<file path="src/rtl/memcpy_job_scheduler_pkg.sv">
// memcpy_job_scheduler_pkg: shared state encoding and constants for the
// memcpy job scheduler and its round-robin arbiter.
package memcpy_job_scheduler_pkg;

  // Scheduler FSM states; encoding is fixed so software/debug can decode it.
  typedef enum logic [1:0] {
    ST_IDLE  = 2'd0,
    ST_START = 2'd1,
    ST_WAIT  = 2'd2,
    ST_DONE  = 2'd3
  } sched_state_e;

  // Default watchdog limit in WAIT cycles and the watchdog counter width.
  localparam int DEFAULT_TIMEOUT_CYCLES = 65536;
  localparam int TMO_CNT_W              = 32;

endpackage

</file>
<file path="src/rtl/memcpy_job_scheduler_rr_arbiter.sv">
// memcpy_job_scheduler_rr_arbiter: combinational round-robin arbiter.
// Picks the first asserted request at or above ptr_i, wrapping at N_REQ.
module memcpy_job_scheduler_rr_arbiter
  import memcpy_job_scheduler_pkg::*;
#(
  parameter int N_REQ = 4,
  parameter int IDX_W = 2
) (
  input  logic [N_REQ-1:0] req_i,
  input  logic [IDX_W-1:0] ptr_i,
  output logic [N_REQ-1:0] gnt_o,
  output logic [IDX_W-1:0] idx_o,
  output logic             any_o
);

  int               cand;
  logic [IDX_W-1:0] cand_idx;
  logic             found;

  // Rotating priority search starting at the pointer.
  always_comb begin
    gnt_o    = '0;
    idx_o    = '0;
    found    = 1'b0;
    cand     = 0;
    cand_idx = '0;
    for (int i = 0; i < N_REQ; i++) begin
      cand     = (int'(ptr_i) + i) % N_REQ;
      cand_idx = IDX_W'(cand);
      if (!found && req_i[cand_idx]) begin
        found           = 1'b1;
        gnt_o[cand_idx] = 1'b1;
        idx_o           = cand_idx;
      end
    end
  end

  assign any_o = |req_i;

endmodule

</file>
<file path="src/rtl/memcpy_job_scheduler.sv">
// memcpy_job_scheduler: shares one memcpy_engine between N_REQ requester
// channels. Arbitrates round-robin, latches the winning job, pulses
// memcpy_start, waits for a done rising edge and returns a per-channel done.
// Optional: define MEMCPY_SCHED_TIMEOUT_EN to add a WAIT watchdog that aborts
// the job after TIMEOUT_CYCLES and flags it on req_err.
module memcpy_job_scheduler
  import memcpy_job_scheduler_pkg::*;
#(
  parameter int ADDR_WIDTH     = 64,
  parameter int N_REQ          = 4,
  parameter int IDX_W          = 2,
  parameter int TIMEOUT_CYCLES = DEFAULT_TIMEOUT_CYCLES
) (
  input  logic                        clk,
  input  logic                        rst_n,
  input  logic [N_REQ-1:0]            req_valid,
  input  logic [N_REQ*ADDR_WIDTH-1:0] req_src_addr,
  input  logic [N_REQ*ADDR_WIDTH-1:0] req_tgt_addr,
  input  logic [N_REQ*64-1:0]         req_len,
  output logic [N_REQ-1:0]            req_ready,
  output logic [N_REQ-1:0]            req_done,
  output logic                        req_err,
  output logic [ADDR_WIDTH-1:0]       memcpy_src_addr,
  output logic [ADDR_WIDTH-1:0]       memcpy_tgt_addr,
  output logic [63:0]                 memcpy_len,
  output logic                        memcpy_start,
  input  logic                        memcpy_done,
  output logic                        sched_busy,
  output logic [IDX_W-1:0]            cur_grant
);

  sched_state_e          state_q, state_d;
  logic [IDX_W-1:0]      ptr_q, ptr_d, grant_q, grant_d;
  logic [ADDR_WIDTH-1:0] src_q, src_d, tgt_q, tgt_d, src_sel, tgt_sel;
  logic [63:0]           len_q, len_d, len_sel;
  logic [N_REQ-1:0]      ready_q, ready_d, rdone_q, rdone_d, grant_oh;
  logic                  start_q, start_d, err_q, err_d, busy_q, busy_d;
  logic                  done_q, done_rise, timeout_hit;
  logic [N_REQ-1:0]      arb_gnt;
  logic [IDX_W-1:0]      arb_idx;
  logic                  arb_any;

  memcpy_job_scheduler_rr_arbiter #(
    .N_REQ (N_REQ),
    .IDX_W (IDX_W)
  ) u_arb (
    .req_i (req_valid),
    .ptr_i (ptr_q),
    .gnt_o (arb_gnt),
    .idx_o (arb_idx),
    .any_o (arb_any)
  );

  // A level already high when WAIT is entered must not count as completion.
  assign done_rise = memcpy_done & ~done_q;

`ifdef MEMCPY_SCHED_TIMEOUT_EN
  logic [TMO_CNT_W-1:0] tmo_cnt_q;

  // Watchdog: zero outside WAIT, counts every WAIT cycle.
  always_ff @(posedge clk or negedge rst_n) begin
    if (!rst_n)                 tmo_cnt_q <= '0;
    else if (state_q != ST_WAIT) tmo_cnt_q <= '0;
    else                        tmo_cnt_q <= tmo_cnt_q + 1'b1;
  end

  assign timeout_hit = (tmo_cnt_q == TMO_CNT_W'(TIMEOUT_CYCLES - 1));
`else
  logic [31:0] unused_tmo;
  assign unused_tmo  = TIMEOUT_CYCLES;
  assign timeout_hit = 1'b0;
`endif

  // Mux the winning channel's job and decode the in-service grant to one-hot.
  always_comb begin
    src_sel  = '0;
    tgt_sel  = '0;
    len_sel  = '0;
    grant_oh = '0;
    for (int k = 0; k < N_REQ; k++) begin
      if (arb_gnt[k]) begin
        src_sel = req_src_addr[k*ADDR_WIDTH +: ADDR_WIDTH];
        tgt_sel = req_tgt_addr[k*ADDR_WIDTH +: ADDR_WIDTH];
        len_sel = req_len[k*64 +: 64];
      end
      grant_oh[k] = (grant_q == IDX_W'(k));
    end
  end

  // FSM state register.
  always_ff @(posedge clk or negedge rst_n) begin
    if (!rst_n) state_q <= ST_IDLE;
    else        state_q <= state_d;
  end

  // FSM next-state logic.
  always_comb begin
    state_d = state_q;
    unique case (state_q)
      ST_IDLE:  if (arb_any) state_d = ST_START;
      ST_START: state_d = (len_q != '0) ? ST_WAIT : ST_DONE;
      ST_WAIT:  if (done_rise || timeout_hit) state_d = ST_DONE;
      ST_DONE:  state_d = ST_IDLE;
      default:  state_d = ST_IDLE;
    endcase
  end

  // Next values of the registered outputs, computed from the transition so
  // every output is a flop.
  always_comb begin
    src_d   = src_q;
    tgt_d   = tgt_q;
    len_d   = len_q;
    grant_d = grant_q;
    ptr_d   = ptr_q;
    ready_d = '0;
    start_d = 1'b0;
    rdone_d = '0;
    err_d   = 1'b0;
    busy_d  = (state_d != ST_IDLE);
    if (state_q == ST_IDLE && arb_any) begin
      src_d   = src_sel;
      tgt_d   = tgt_sel;
      len_d   = len_sel;
      grant_d = arb_idx;
      ready_d = arb_gnt;
      start_d = (len_sel != '0);
    end
    if (state_d == ST_DONE && state_q != ST_DONE) begin
      rdone_d = grant_oh;
      err_d   = (state_q == ST_WAIT) && timeout_hit && !done_rise;
    end
    if (state_q == ST_DONE) begin
      ptr_d = (grant_q == IDX_W'(N_REQ - 1)) ? '0 : grant_q + 1'b1;
    end
  end

  // Output, job and pointer registers.
  always_ff @(posedge clk or negedge rst_n) begin
    if (!rst_n) begin
      src_q   <= '0;
      tgt_q   <= '0;
      len_q   <= '0;
      grant_q <= '0;
      ptr_q   <= '0;
      ready_q <= '0;
      rdone_q <= '0;
      start_q <= 1'b0;
      err_q   <= 1'b0;
      busy_q  <= 1'b0;
      done_q  <= 1'b0;
    end else begin
      src_q   <= src_d;
      tgt_q   <= tgt_d;
      len_q   <= len_d;
      grant_q <= grant_d;
      ptr_q   <= ptr_d;
      ready_q <= ready_d;
      rdone_q <= rdone_d;
      start_q <= start_d;
      err_q   <= err_d;
      busy_q  <= busy_d;
      done_q  <= memcpy_done;
    end
  end

  assign memcpy_src_addr = src_q;
  assign memcpy_tgt_addr = tgt_q;
  assign memcpy_len      = len_q;
  assign memcpy_start    = start_q;
  assign req_ready       = ready_q;
  assign req_done        = rdone_q;
  assign req_err         = err_q;
  assign sched_busy      = busy_q;
  assign cur_grant       = grant_q;

endmodule

</file>
<file path="config.mk">
export PLATFORM = sky130hd
export DESIGN_NAME = memcpy_job_scheduler
export DESIGN_NICKNAME = d
export VERILOG_FILES = /design/src/rtl/memcpy_job_scheduler_pkg.sv /design/src/rtl/memcpy_job_scheduler_rr_arbiter.sv /design/src/rtl/memcpy_job_scheduler.sv
export SDC_FILE = /design/constraint.sdc
export NUM_CORES = 1
export LEC_CHECK = 0
export ABC_AREA = 1
export BUFFER_PORTS_ARGS = -buffer_cell sky130_fd_sc_hd__buf_2
export CAP_MARGIN = 10
export CORE_AREA = 2 2 382 384
export DETAILED_ROUTE_END_ITERATION = 12
export DIE_AREA = 0 0 384 386
export PLACE_DENSITY_LB_ADDON = 0.05
export SLEW_MARGIN = 10
export SYNTH_ARGS = -nofsm -noshare
export SYNTH_HDL_FRONTEND = slang
export SYNTH_SLANG_ARGS = --single-unit
</file>
<file path="constraint.sdc">
create_clock -name clk -period 7.7 [get_ports clk]
set_input_delay 0 -clock clk [delete_from_list [all_inputs] [get_ports clk]]
set_output_delay 0 -clock clk [all_outputs]
set_load 0.03 [all_outputs]
</file>
==> impl_metrics.yaml, run 1 <==
floorplanning:
  fp.coreArea_um2: 144500
  dieArea_um2: 148200
  start_util: 0.09717
  rows: 140
  die_h_um: 386
  die_w_um: 384
  io_pins: 980
sta:
  worstMarginPinSlew_ns: 1.150
  hold_viol: 0
  fin_skew_ns: 0.01846
  finalCritPeriodShare: 0.6803
  finalSetupViolCount: 0
  rsz0062_at_grt: "no"
  min_period_ns: 5.238
  slew_violations: 0
  relSlewSlack: 0.2333
  setup_tns_ns: 0
  layout_setup_ws_ns: 2.462
  max_freq_ghz: 0.1909
  hold-worst-slack_ns: 0.005617
logic_synthesis:
  synthFlopType: "dfrtp_1"
  ys_top_cells_by_area: "dfrtp_1, a21oi_1, nand2_1"
  synth_cells: 1915
  ys_warn_count: 0
  async_reset_ff_frac: 1.000
  avgSynthCellArea_um2: 7.333
  synth_top_area_frac: 0.3724
  yosysSeqAreaShare: 0.3724
  synth-seq-cells: 209
  syn_area_um2: 14040
  yosysTopAreaCell: "dfrtp_1"
  synthesis.nets: 2705
  ys_types: 41
  synth-edff-count: 0
cts:
  cts.sinks: 209
  cts-resized-gates: 0
  htreeDepth: 2
  cts_tree: "built"
  clockBufferDepth: 3
  path_clk_slew_ns: 0.05
  cts_buffers: 37
  worstSkewPairLatency_ns: 0.58
  root_buffer: "clkbuf_16"
setup_path:
  critPathKind: "register to register"
  cp_slowest_cell: "buf_4"
  reg2reg_depth: 15
  cp-endpoint: "memcpy_src_addr[6]"
  critical_path.startpoint: "ptr_q[1]"
  slowest_delay_ns: 0.76
  crit_chain: "inv_1 -> ha_1 -> inv_1 -> nand3_1 -> nand2_2 -> nand3_1 -> nor2_2 -> nand2_1 -> nand3_4 -> buf_12 -> buf_4 -> nand3_1 -> a21oi_1 -> a221o_1 -> dlygate4sd3_1"
  end_kind: "register"
  crit_top_cell: "nand3_1"
  worstPathRequired_ns: 8.22
  cp_max_fo: 70
  crit_arrival_ns: 5.75
  r2r_start: "ptr_q[1]"
  critPathLaunchType: "register"
  r2r-end: "memcpy_src_addr[6]"
  rrSetupSlack_ns: 2.46
grt:
  antenna_found_initial: 57
  grt_usage: 0.1627
  grt_max_degree: 142
  busiest_layer: "met2"
  grt_pass1_vias: 21320
  grt_pass1_wl_mm: 171.8
  gr-usage-met3: 0.04460
  use_met1: 0.1945
  grt.met2_usage: 0.2911
  gr-total-overflow: 0
drt:
  wl_mm: 127.2
  drc_errors: 0
  wl_per_cell_um: 24.95
  drtAntennaViolNets: 0
  viasPerCell: 3.999
  drt-initial-drc-count: 960
  vias: 20390
  drtPass1Iterations: 5
placement:
  gp_congestion: 0.8766
  place_ws_ns: 2.715
  dp_hpwl_mm: 98.07
  dp_cells: 4657
  io_buffers: 978
power_and_ir_drop:
  irDropWorstVdd_mv: 0.2943
  power_density_nw_per_um2: 604.5
  power.leakage_nw: 12.30
finish:
  post-route-util: 0.1772
  final_net_count: 3934
  drive_gt1_frac: 0.3446
  areaGrowthSynthToFinish_pct: 82.39
  instances_no_fill: 5100
min_path:
  min-delay-path-class: "input pin to async pin"
run:
  cap_violations: 0
outcome:
  status: "completed"
[flip-flops by register name, summed over array words and instances, names as in the netlist]
register,count
req_done,4
memcpy_src_addr,64
cur_grant,2
state_q,2
memcpy_start,1
done_q,1
sched_busy,1
memcpy_len,64
req_ready,4
memcpy_tgt_addr,64
ptr_q,2
[report_power, final]
part | internal [W] | leakage (nW) | switching (W)
sequential | 0.00164 | 2.65 | 0.000405
combinational | 0.00415 | 9.08 | 0.00764
clock | 0.000986 | 0.567 | 0.000667
[area by class of cell]
class	instances	area [µm²]
sequential	209	5230
multi-input combinational	1443	7646
clock buffer	51	1100
timing repair buffer	1365	8786
fill	16810	118900
antenna	20	50.05
inverter	88	350.3
tap	1917	2399
clock inverter	7	51.30
[cells by family (layout without fill, tap and decap cells)]
group,Yosys count,after routing,synth area share
AND/OR/NAND/NOR,687,687,0.2164
AO/OA/AOI/OAI,740,740,0.3119
adder cells (fa/ha/maj),15,15,0.01337
other,1,21,0.0002671
flip-flops,209,209,0.3724
buffers and inverters,263,1511,0.08554
[per-stage QoR]
step | total power (W) | instance area [µm²]
after floorplan | 0.008332 | 14040
after CTS | 0.01589 | 25560
after detailed placement | 0.01240 | 20760
final | 0.01548 | 25610
after global routing | 0.01687 | 25580
after global placement | 0.01249 | 20760
[synth_stat cells, types with 2 or more instances]
master	n
nand2_1	431
a21oi_1	386
dfrtp_1	209
o21ai_0	207
nand3_1	136
a221o_1	128
inv_1	83
buf_2	81
clkbuf_1	70
or2_1	36
nor2_1	31
ha_1	15
nor4_1	15
buf_4	14
o21ai_1	9
buf_6	8
nand2_2	7
nand4_1	6
or2_2	6
or2_0	5
inv_2	4
nand3_2	3
a21boi_1	2
buf_1	2
nand2_4	2
nand3_4	2
nand3b_1	2
or4_1	2
[routing by layer]
metal	share of wire	routed length, µm
met4	0.016	2032
met2	0.50	63360
met5	0.0011	138
met3	0.072	9188
met1	0.41	52510
[cell usage in the layout (no fill, tap or decap), types with 20 or more instances in the layout]
cell type,netlist,final
or2_1,36,36
diode_2,0,20
buf_2,81,977
dfrtp_1,209,209
o21ai_0,207,207
nand2_1,431,431
nor2_1,31,30
dlygate4sd3_1,0,365
nand3_1,136,135
inv_1,83,81
a21oi_1,386,386
clkbuf_16,0,38
a221o_1,128,128
[repair_timing]
item	in CTS	in global routing
hold buffers	365	0
setup buffers	0	0
endpoints found under the hold margin	252	0
[worst min path at each step]
stage	start	end	cells after the start
after floorplan	rst_n	cur_grant[0]	0
after global placement	rst_n	ptr_q[1]	1
after detailed placement	rst_n	memcpy_len[7]	1
after CTS	req_len[142]	memcpy_len[14]	5
after global routing	rst_n	memcpy_len[6]	2
final	rst_n	memcpy_len[6]	2
[worst max-delay path: cells and delay by family, from the launching register on]
kind / cells / cell delay [ns]
compound gates: 2 / 0.37
fa+ha+maj: 1 / 0.37
buf+inv: 5 / 2.07
simple gates: 7 / 1.62
flops: 1 / 0.51
(Power assumes the default switching activity.)
==> run 2, diff against run 1 <==
clock period = 5.3 ns   (was 7.7 ns; I/O delays follow)
==> run 2 against run 1 <==
Sequential power up 48%. Flip-flop and latch count unchanged. Via count up 0.19%. Setup slack worse by 2.0 ns. Critical path depth down 1. Die area unchanged. Clock-buffer cell count up 6. Wire length up 2.3%. Global-route usage up 0.40 points. Fmax up 8.3%. Combinational power up 48%. Highest routed layer unchanged.
==> impl_metrics.yaml, run 2 (synthesized netlist as in run 1, its figures left out) <==
sta:
  finalSetupViolCount: 0
  worstMarginPinSlew_ns: 1.073
  finalCritPeriodShare: 0.9122
  hold_viol: 0
  max_freq_ghz: 0.2068
  relSlewSlack: 0.2847
  fin_skew_ns: 0.03132
  setup_tns_ns: 0
  min_period_ns: 4.835
  slew_violations: 0
  rsz0062_at_grt: "no"
grt:
  gr-total-overflow: 0
  grt_max_degree: 125
  grt_pass1_wl_mm: 175.0
  antenna_found_initial: 65
  grt_pass1_vias: 21670
  grt_usage: 0.1667
setup_path:
  crit_family: "buffers and inverters"
  cp_num_buf_inv: 5
  slowest_delay_ns: 0.90
  critPathLaunchType: "register"
  cp_slowest_cell: "buf_4"
  crit_chain: "inv_1 -> ha_1 -> inv_1 -> nand3_1 -> nand2_2 -> nor2_4 -> a21oi_2 -> nand3_4 -> buf_12 -> buf_4 -> a21oi_1 -> a21oi_1 -> a221o_1 -> dlygate4sd3_1"
  end_kind: "register"
  worstPathRequired_ns: 5.82
  cp_max_fo: 124
  crit_arrival_ns: 5.35
  r2r_start: "ptr_q[1]"
  critPathKind: "register to register"
  critical_path.startpoint: "ptr_q[1]"
cts:
  cts_tree: "built"
  root_buffer: "clkbuf_16"
  htreeDepth: 2
  clockBufferDepth: 3
  path_clk_slew_ns: 0.06
  cts_buffers: 39
  cts.sinks: 209
  worstSkewPairLatency_ns: 0.60
drt:
  wl_mm: 130.2
  drc_errors: 0
  drtAntennaViolNets: 0
  viasPerCell: 3.981
  drt-initial-drc-count: 1015
  wl_per_cell_um: 25.36
  drtPass1Iterations: 5
  vias: 20430
run:
  cap_violations: 0
floorplanning:
  start_util: 0.09717
  dieArea_um2: 148200
  rows: 140
  fp.coreArea_um2: 144500
  die_h_um: 386
  die_w_um: 384
  io_pins: 980
finish:
  final_area_um2: 26040
  final_common_cell: "buf_2"
  final_cell_mix: "buf_2, nand2_1, a21oi_1, dlygate4sd3_1, dfrtp_1"
  final_net_count: 3957
  drive_gt1_frac: 0.3495
  areaGrowthSynthToFinish_pct: 85.45
power_and_ir_drop:
  power.leakage_nw: 12.53
  irDropWorstVdd_mv: 0.8252
  finalPower_w: 0.02336
  power_density_nw_per_um2: 896.9
placement:
  io_buffers: 978
  dpl_cell_area_um2: 20940
  dp_hpwl_mm: 99.87
  gp_congestion: 0.9016
min_path:
  min-delay-path-class: "input pin to register"
  hold_start: "req_len[186]"
outcome:
  status: "completed"
run 2: repair_timing:
item,4_1_cts,5_1_grt
buffers inserted,0,0
gates resized for setup,0,1
hold endpoints to repair,337,0
hold buffers,367,0
setup endpoints to repair,0,1
run 2: where the power goes:
part	switching (W)	leakage [nW]	total [W]	internal, W
sequential	0.000635	2.65	0.00301	0.00238
combinational	0.0113	9.21	0.0175	0.00620
clock	0.00104	0.671	0.00282	0.00178
total	0.0130	12.5	0.0234	0.0104
run 2: stage by stage:
step / hold slack (ns) / instances / utilization / setup WS (ns)
after CTS: 0.006845 / 5113 / 0.1799 / 0.07978
after detailed placement: -0.05291 / 4676 / 0.1449 / 0.6137
final: 0.008723 / 5132 / 0.1802 / 0.4655
after global placement: -0.04772 / 4676 / 0.1449 / 0.6292
after global routing: 0.03273 / 5119 / 0.1800 / 0.2339
after floorplan: -0.2956 / 1915 / - / 2.576
run 2: path summary, 6_finish.rpt:
| check | slack, ns | cells past startpoint | to |
|---|---|---|---|
| min in group asynchronous | 0.05 | 3 | memcpy_len[58] |
| max in group asynchronous | 4.20 | 3 | memcpy_src_addr[7] |
| max | 0.47 | 14 | memcpy_tgt_addr[41] |
| min | 0.009 | 5 | memcpy_len[58] |
| min reg2reg | 0.51 | 2 | memcpy_len[4] |
| max reg2reg | 0.47 | 14 | memcpy_tgt_addr[41] |
run 2: cell type report:
cell class / count / area [µm²]
Tap cell: 1917 / 2399
Fill cell: 16740 / 118500
Clock inverter: 13 / 221.5
Antenna cell: 19 / 47.55
Clock buffer: 57 / 1144
Multi-Input combinational cell: 1443 / 7646
Inverter: 88 / 350.3
Sequential cell: 209 / 5230
Timing Repair Buffer: 1386 / 9004
run 2: worst register-to-register path: stages, from the launching register on:
cell and delay [ns]:
dfrtp_1 0.49, inv_1 0.22, ha_1 0.38, inv_1 0.09
nand3_1 0.10, nand2_2 0.08, nor2_4 0.21, a21oi_2 0.10
nand3_4 0.13, buf_12 0.51, buf_4 1.14, a21oi_1 0.41
a21oi_1 0.24, a221o_1 0.13, dlygate4sd3_1 0.55
run 2: routing by layer:
layer  vias up  wire length [µm]  track usage
li1       9306                 -            -
met1     10010             51260       0.1916
met2       888             65650       0.3042
met3       191             10240      0.04731
met4        40              2752      0.03464
met5         -               257            0
==> run 3, diff against run 2 <==
clock period = 4.7 ns   (was 5.3 ns; I/O delays follow)
==> run 3 against run 2 <==
Wire length rose by 0.17%. Clock power rose by 6%. Clock skew is 0.0098 ns lower. Largest cell class unchanged.
==> impl_metrics.yaml, run 3 (synthesized netlist as in run 1, its figures left out) <==
grt:
  gr-usage-met3: 0.04233
  grt_pass1_wl_mm: 174.6
  use_met1: 0.1931
  grt_max_degree: 107
  gr-total-overflow: 0
  antenna_found_initial: 73
  grt.met2_usage: 0.3062
  grt_pass1_vias: 21570
  grt_usage: 0.1663
  busiest_layer: "met2"
setup_path:
  crit_arrival_ns: 4.92
  critPathLaunchType: "register"
  cp_max_fo: 51
  worstPathRequired_ns: 5.21
  end_kind: "register"
  critPathKind: "register to register"
sta:
  min_period_ns: 4.413
  worstMarginPinSlew_ns: 0.9629
  relSlewSlack: 0.3580
  max_freq_ghz: 0.2266
  fin_skew_ns: 0.02156
  hold_viol: 0
  slew_violations: 0
  rsz0062_at_grt: "no"
  finalCritPeriodShare: 0.9389
  finalSetupViolCount: 0
  setup_tns_ns: 0
cts:
  cts_tree: "built"
  cts.sinks: 209
  root_buffer: "clkbuf_16"
  clockBufferDepth: 3
  path_clk_slew_ns: 0.05
  htreeDepth: 2
  worstSkewPairLatency_ns: 0.59
  cts_buffers: 38
outcome:
  status: "completed"
drt:
  drtPass1Iterations: 5
  viasPerCell: 3.981
  wl_mm: 130.4
  drc_errors: 0
  drtAntennaViolNets: 0
  vias: 20450
  wl_per_cell_um: 25.38
  drt-initial-drc-count: 1149
finish:
  final_cell_mix: "buf_2, nand2_1, a21oi_1, dlygate4sd3_1, dfrtp_1"
  final_common_cell: "buf_2"
  multi_input_area_um2: 7646
  post-route-util: 0.1800
  areaGrowthSynthToFinish_pct: 85.24
  seq_area_um2: 5231
  final_net_count: 3957
  drive_gt1_frac: 0.3499
  nFillCells: 16810
floorplanning:
  rows: 140
  start_util: 0.09717
  dieArea_um2: 148200
  die_h_um: 386
  die_w_um: 384
  fp.coreArea_um2: 144500
  io_pins: 980
placement:
  io_buffers: 978
  gp_congestion: 0.8851
  dp_hpwl_mm: 100.5
power_and_ir_drop:
  power_density_nw_per_um2: 1001
  power.leakage_nw: 12.50
  irDropWorstVdd_mv: 0.8321
min_path:
  min-delay-path-class: "input pin to async pin"
run:
  cap_violations: 0
-- run 3: cell type report --
cell class                      count  area share
Inverter                           88     0.01347
Clock inverter                      9    0.003944
Multi-Input combinational cell   1443      0.2940
Timing Repair Buffer             1387      0.3474
Antenna cell                       26    0.002501
Tap cell                         1917     0.09221
Sequential cell                   209      0.2011
Clock buffer                       59     0.04541
-- run 3: where the power goes --
group          switching [W]  internal (W)  leakage, nW
clock                0.00115       0.00183        0.639
combinational         0.0127       0.00703         9.22
sequential          0.000699       0.00268         2.65
-- run 3: final timing paths --
check	slack, ns	start	endpoint	cells after the start
setup / recovery	0.29	ptr_q[0]	memcpy_src_addr[39]	15
hold / removal	0.001	rst_n	memcpy_len[6]	2
setup reg to reg	0.29	ptr_q[0]	memcpy_src_addr[39]	15
hold reg to reg	0.52	memcpy_len[8]	memcpy_len[8]	2
max in group asynchronous	3.50	rst_n	memcpy_src_addr[21]	3
min in group clk	0.05	req_len[142]	memcpy_len[14]	5
-- run 3: timing repair --
| action | CTS | global route |
|---|---|---|
| hold buffers | 366 | 0 |
| hold endpoints to repair | 272 | 0 |
| endpoints found under the setup margin | 0 | 32 |
| gates resized for setup | 0 | 5 |
| buffers inserted | 0 | 0 |
-- run 3: per-stage QoR --
step,worst slack [ns],instance area [µm²],hold WS (ns),std cells,power [W]
floorplan,1.976,14040,-0.2956,1915,0.01365
global placement,0.4562,20960,0.06781,4677,0.02086
detailed placement,0.5065,20960,0.07506,4677,0.02075
CTS,0.1025,25900,0.003045,5111,0.02670
global route,0.01650,25980,0.02573,5124,0.02838
finish,0.2873,26010,0.001237,5138,0.02604
-- run 3: critical path: stages, from the launching register on --
cell	delay (ns)
dfrtp_1	0.54
inv_2	0.16
ha_1	0.37
inv_1	0.13
nand3_1	0.11
nand2_2	0.10
nand3_1	0.08
nor2_2	0.18
nand2_1	0.13
nand3_4	0.37
buf_12	0.28
buf_4	0.62
nand3_1	0.15
a21oi_1	0.27
a221o_1	0.15
dlygate4sd3_1	0.54
-- run 3: per-layer routing --
layer,routed length [µm],vias to the layer above
met2,66960,872
li1,-,9308
met3,9212,179
met1,51620,10060
met4,2397,32
met5,195,-
